===== src/rtl/uart_rx_os.sv =====
// uart_rx_os -- oversampling UART receiver with a parallel valid/ready output.
//
// The serial line goes through a 2-flop synchronizer. An internal prescaler
// divides clk into oversample ticks, and each bit is sampled at its centre.
// The frame format is set by parameters: 5..9 data bits (LSB first), optional
// odd or even parity, and 1 or 2 stop bits. A received word is held on
// data_out until data_ready accepts it. A frame that completes while a word
// is still held is dropped, and overrun is set.
//
// Parameters:
//   CLK_DIV    system clocks per oversample tick (>=1)
//   OS         oversample ticks per bit (even, >=4)
//   DATA_BITS  data bits per frame (5..9)
//   PARITY     0 none, 1 odd, 2 even
//   STOP_BITS  1 or 2
// Ports:
//   clk         system clock, rising edge
//   rst_n       asynchronous active-low reset
//   rx_in       serial line, idle high, asynchronous to clk
//   data_out    received word, LSB = first bit on the line
//   data_valid  data_out and the flags hold a word not yet accepted
//   data_ready  consumer accepts the held word when high with data_valid
//   parity_err  held word failed its parity check
//   frame_err   held word had at least one stop bit sampled low
//   overrun     a frame was dropped while the current word was held
module uart_rx_os #(
  parameter int CLK_DIV   = 4,
  parameter int OS        = 16,
  parameter int DATA_BITS = 8,
  parameter int PARITY    = 0,
  parameter int STOP_BITS = 1
) (
  input  logic                 clk,
  input  logic                 rst_n,
  input  logic                 rx_in,
  output logic [DATA_BITS-1:0] data_out,
  output logic                 data_valid,
  input  logic                 data_ready,
  output logic                 parity_err,
  output logic                 frame_err,
  output logic                 overrun
);

  localparam int PW = (CLK_DIV > 1) ? $clog2(CLK_DIV) : 1;
  localparam int OW = $clog2(OS);
  localparam int IW = $clog2(DATA_BITS);

  localparam logic [PW-1:0] PRESC_LAST = PW'(CLK_DIV - 1);
  localparam logic [OW-1:0] HALF_LAST  = OW'(OS / 2 - 1);
  localparam logic [OW-1:0] BIT_LAST   = OW'(OS - 1);
  localparam logic [IW-1:0] IDX_LAST   = IW'(DATA_BITS - 1);
  localparam logic          STOP_LAST  = (STOP_BITS == 2);
  localparam logic          PAR_ODD    = (PARITY == 1);

  typedef enum logic [2:0] {
    S_IDLE,
    S_START,
    S_DATA,
    S_PARITY,
    S_STOP
  } state_t;

  state_t state, state_next;

  logic rx_meta, rx_s, rx_prev;
  logic fall;

  logic [PW-1:0] presc;
  logic [OW-1:0] os_cnt;
  logic          tick;
  logic          sample_pt;

  logic                 clr_cnt;
  logic                 shift_en;
  logic                 par_en;
  logic                 stop_en;
  logic                 commit;

  logic [IW-1:0]        bit_idx;
  logic                 par_acc;
  logic                 stop_idx;
  logic                 frame_acc;
  logic [DATA_BITS-1:0] data_sh;

  logic                 frame_bad;
  logic                 par_bad;
  logic                 accept;

  // Input synchronizer. rx_prev holds the previous synchronized value, so a
  // start edge needs the line to have been seen high first. A line held low
  // after a framing error therefore cannot re-trigger.
  always_ff @(posedge clk or negedge rst_n) begin
    if (!rst_n) begin
      rx_meta <= 1'b1;
      rx_s    <= 1'b1;
      rx_prev <= 1'b1;
    end else begin
      rx_meta <= rx_in;
      rx_s    <= rx_meta;
      rx_prev <= rx_s;
    end
  end

  assign fall = rx_prev & ~rx_s;

  // Bit timing. The counters restart on the start edge, so every sample
  // point lands mid-bit relative to the synchronized falling edge. The start
  // bit is checked after half a bit, and every later bit a full bit after it.
  assign tick      = (presc == PRESC_LAST);
  assign sample_pt = tick && (os_cnt == ((state == S_START) ? HALF_LAST : BIT_LAST));

  always_ff @(posedge clk or negedge rst_n) begin
    if (!rst_n) begin
      presc  <= '0;
      os_cnt <= '0;
    end else if (clr_cnt) begin
      presc  <= '0;
      os_cnt <= '0;
    end else begin
      presc <= tick ? '0 : presc + 1'b1;
      if (tick) begin
        os_cnt <= sample_pt ? '0 : os_cnt + 1'b1;
      end
    end
  end

  always_ff @(posedge clk or negedge rst_n) begin
    if (!rst_n) begin
      state <= S_IDLE;
    end else begin
      state <= state_next;
    end
  end

  always_comb begin
    state_next = state;
    clr_cnt    = 1'b0;
    shift_en   = 1'b0;
    par_en     = 1'b0;
    stop_en    = 1'b0;
    commit     = 1'b0;
    case (state)
      S_IDLE: begin
        if (fall) begin
          state_next = S_START;
          clr_cnt    = 1'b1;
        end
      end
      S_START: begin
        // A high line at mid start bit is a glitch. Drop it silently.
        if (sample_pt) begin
          state_next = rx_s ? S_IDLE : S_DATA;
        end
      end
      S_DATA: begin
        if (sample_pt) begin
          shift_en = 1'b1;
          if (bit_idx == IDX_LAST) begin
            state_next = (PARITY != 0) ? S_PARITY : S_STOP;
          end
        end
      end
      S_PARITY: begin
        if (sample_pt) begin
          par_en     = 1'b1;
          state_next = S_STOP;
        end
      end
      S_STOP: begin
        // Leave at the centre of the last stop bit. This gives half a bit
        // of slack before the next start edge.
        if (sample_pt) begin
          stop_en = 1'b1;
          if (stop_idx == STOP_LAST) begin
            commit     = 1'b1;
            state_next = S_IDLE;
          end
        end
      end
      default: state_next = S_IDLE;
    endcase
  end

  // Per-frame bookkeeping. Everything here restarts on the start edge.
  always_ff @(posedge clk or negedge rst_n) begin
    if (!rst_n) begin
      bit_idx   <= '0;
      par_acc   <= 1'b0;
      stop_idx  <= 1'b0;
      frame_acc <= 1'b0;
    end else if (clr_cnt) begin
      bit_idx   <= '0;
      par_acc   <= 1'b0;
      stop_idx  <= 1'b0;
      frame_acc <= 1'b0;
    end else begin
      if (shift_en) begin
        bit_idx <= bit_idx + 1'b1;
      end
      if (shift_en || par_en) begin
        par_acc <= par_acc ^ rx_s;
      end
      if (stop_en) begin
        stop_idx  <= 1'b1;
        frame_acc <= frame_acc | ~rx_s;
      end
    end
  end

  // Right-shifting register: after DATA_BITS shifts the first bit on the
  // line sits in the LSB.
  always_ff @(posedge clk) begin
    if (shift_en) begin
      data_sh <= {rx_s, data_sh[DATA_BITS-1:1]};
    end
  end

  // The last stop bit is sampled in the commit cycle itself, so it is folded
  // in here rather than taken from frame_acc.
  assign frame_bad = frame_acc | ~rx_s;
  assign par_bad   = (PARITY != 0) && (par_acc != PAR_ODD);
  assign accept    = data_valid & data_ready;

  // Output holding register. A word accepted in the commit cycle frees the
  // slot for the new frame.
  always_ff @(posedge clk or negedge rst_n) begin
    if (!rst_n) begin
      data_out   <= '0;
      data_valid <= 1'b0;
      parity_err <= 1'b0;
      frame_err  <= 1'b0;
      overrun    <= 1'b0;
    end else if (commit) begin
      if (!data_valid || data_ready) begin
        data_out   <= data_sh;
        parity_err <= par_bad;
        frame_err  <= frame_bad;
        data_valid <= 1'b1;
        overrun    <= 1'b0;
      end else begin
        overrun <= 1'b1;
      end
    end else if (accept) begin
      data_valid <= 1'b0;
    end
  end

endmodule

===== config.mk =====
export PLATFORM = sky130hd
export DESIGN_NAME = uart_rx_os
export DESIGN_NICKNAME = d
export VERILOG_FILES = /design/src/rtl/uart_rx_os.sv
export SDC_FILE = /design/constraint.sdc
export NUM_CORES = 1
export LEC_CHECK = 0
export ABC_AREA = 1
export BUFFER_PORTS_ARGS = -buffer_cell sky130_fd_sc_hd__buf_2
export CORE_MARGIN = 2
export CORE_UTILIZATION = 40
export CTS_CLUSTER_DIAMETER = 120
export CTS_CLUSTER_SIZE = 25
export DETAILED_ROUTE_END_ITERATION = 16
export GPL_TIMING_DRIVEN = 0
export SYNTH_ARGS = -nofsm -noshare
export SYNTH_HDL_FRONTEND = slang
export SYNTH_SLANG_ARGS = --single-unit

===== constraint.sdc =====
create_clock -name clk -period 3.1 [get_ports clk]
set_input_delay 0.155 -clock clk [delete_from_list [all_inputs] [get_ports clk]]
set_output_delay 0.155 -clock clk [all_outputs]
set_load 0.02 [all_outputs]

==> run summary <==
Core Area -> 0.00366 mm2
Setup Viol. Count Final -> 0
initial antenna violation count -> 0
DR DRC count -> 0
first-pass GRT wire length -> 4720 um
final wirelength -> 2680 um
final hold viol count -> 0
Final min period -> 1910 ps
NumNets Final -> 189
via count -> 1087
CTS tree -> yes
Die Span Y -> 65.8 um
Clock Sink Count -> 36
Setup crit end kind -> flip-flop
Crit Path Class -> flip-flop to flip-flop
vias in the first global route -> 1072
routability cong. -> 0.830
CTS Buf Count -> 5
input/output buffers -> 14
CP Data Arrival Time -> 1860 ps
Initial Utilization -> 41.7%
syn avg cell area -> 9.66 um2
clock slew at reported path FFs -> 70 ps
Die X -> 65.8 um
drt first-iter violations -> 50
Worst Hold Class -> input pin to flip-flop
M1 WL -> 1240 um
drt first pass iters -> 4
startpoint types -> flip-flop
# IOs -> 16
Relative slew margins -> 58.4%
pre-CTS setup slack -> 1200 ps
Tcrit/Tclk final -> 61.5%
DPL Wire Length -> 1940 um
vias per cell -> 4.73
overall power -> 1.14 mW
share of layout cells above drive strength 1 -> 18.1%
met2 WL -> 1260 um
GRT Total Usage -> 14.9%
global route total overflow -> 0
fin cells -> 230
Clk Tree Root Cell -> clkbuf_8
CTS resizes -> 0
Max H-tree Level -> 2
Synth Warn # -> 0
FF+latch count, synth -> 36
largest net degree at the start of global routing -> 29
clk_lat worst skew -> 290 ps
sequential area share after synthesis -> 61.9%
RSZ-0062 raised after global routing -> no
status -> finished clean
Post-DP Area -> 0.00166 mm2
worst clock skew -> 8.43 ps
Layout area overhead -> 17.5%
worst reg-to-reg setup slack -> 1190 ps
area of the mapped netlist -> 0.00153 mm2
syn_nets -> 166
Leak -> 0.916 nW
Final WS setup -> 1190 ps
DR top layer -> met4
placed insts -> 220
met3 WL -> 114 um
Diodes inserted -> 0
final instance area -> 0.00179 mm2
Cell Pwr Density -> 638 mW/mm2
fmax -> 525 MHz
TNS Setup -> 0 ps
maximum capacitance violations -> 0
Slew Limit Fails -> 0
Yosys cell types -> 22
Peak VDD IR -> 312 uV
Req. time, crit path -> 3050 ps
Detail Route Antenna Nets -> 0
Synth Instances -> 158
Die ar. -> 0.00433 mm2
CTS Buffer Depth -> 2
WL per Instance -> 11.6 um
CP max FO -> 10
Least-Margin Pin Slew -> 625 ps
Site Rows -> 22
## metrics by stage
| step | util, % | hold WS [ps] |
|---|---|---|
| final | 49.0 | 206 |
| after global routing | 49.0 | 254 |
| after CTS | 49.0 | 209 |
| after detailed placement | 45.2 | 217 |
| after global placement | 45.2 | 206 |
| after floorplan | - | -141 |
## cell usage in the layout (no fill, tap or decap), drive strengths merged, types with 3 or more instances in the layout
cell type / synthesis / routed
nand3: 22 / 22
clkbuf: 1 / 7
edfxtp: 8 / 8
nor2: 14 / 14
nand2: 49 / 49
o21ai: 4 / 4
a21oi: 3 / 3
inv: 18 / 18
buf: 1 / 15
dfstp: 3 / 3
dfrtp: 25 / 25
ha: 4 / 4
## what timing repair did
| action | in CTS | in global routing |
|---|---|---|
| setup buffers | 0 | 0 |
| hold endpoints to repair | 26 | 0 |
| hold buffers | 2 | 0 |
| endpoints found under the setup margin | 0 | 0 |
## Yosys cell counts
master	n	area, um2
nand3_2	2	20.0
o22ai_1	1	6.26
dfstp_2	3	78.8
nand3_1	20	100
nand2_1	48	180
inv_1	18	67.6
mux2i_1	1	10.0
conb_1	1	3.75
nor3_1	1	5.00
clkbuf_1	1	3.75
xor2_1	1	8.76
buf_4	1	7.51
nor2_2	3	18.8
o21ai_0	4	20.0
ha_1	4	50.1
edfxtp_1	8	240
nor2_4	1	11.3
nor2_1	10	37.5
a21oi_1	3	15.0
dfrtp_1	25	626
nand2_2	1	6.26
nor3_2	1	10.0
## sequential cells by signal (all words and copies together), names as in the netlist, 2 cells and up
signal	flops
data_out	8
presc	2
os_cnt	4
bit_idx	3
state	3
data_sh	8
## cells by family after synthesis
| kind of cell | Yosys count | synth area share (%) |
|---|---|---|
| AO/OA/AOI/OAI | 8 | 2.70 |
| adder cells (fa/ha/maj) | 4 | 3.28 |
| flip-flops | 36 | 61.9 |
| multiplexers | 1 | 0.656 |
| buffers and inverters | 20 | 5.16 |
| XOR/XNOR | 1 | 0.574 |
| other | 1 | 0.246 |
| AND/OR/NAND/NOR | 87 | 25.5 |
## area by class of cell
type / count / area, um2
tap: 48 / 60.1
multi-input combinational: 102 / 503
fill: 359 / 1870
sequential: 36 / 945
inverter: 18 / 67.6
clock buffer: 6 / 82.6
buffer: 2 / 11.3
clock inverter: 2 / 33.8
timing repair buffer: 16 / 90.1
## final timing paths
kind	endpoint	cells past startpoint	startpoint
setup / recovery	data_sh[0]	7	os_cnt[0]
hold reg to reg	rx_s	0	rx_meta
min in group asynchronous	bit_idx[0]	2	rst_n
setup reg to reg	data_sh[0]	7	os_cnt[0]
hold / removal	overrun	4	data_ready
max in group asynchronous	os_cnt[2]	2	rst_n
## critical path: stages, from the launching register on
cell	delay, ps
dfrtp_1	390
ha_1	190
nand2_1	60
nor2_1	170
nand2_1	90
nor2_2	150
nand2_1	160
inv_1	350
## where the power goes
part | switching, mW | internal [mW] | leakage (nW)
combinational | 0.110 | 0.0588 | 0.417
clock | 0.161 | 0.259 | 0.0588
sequential | 0.0332 | 0.522 | 0.440
## metal layers
metal | vias to the layer above | track usage, %
met1 | 512 | 19.2
met5 | - | 0
met4 | 0 | 8.59
li1 | 548 | -
met2 | 20 | 22.6
met3 | 7 | 4.09
Note: power is estimated with default switching activity, not from simulation.
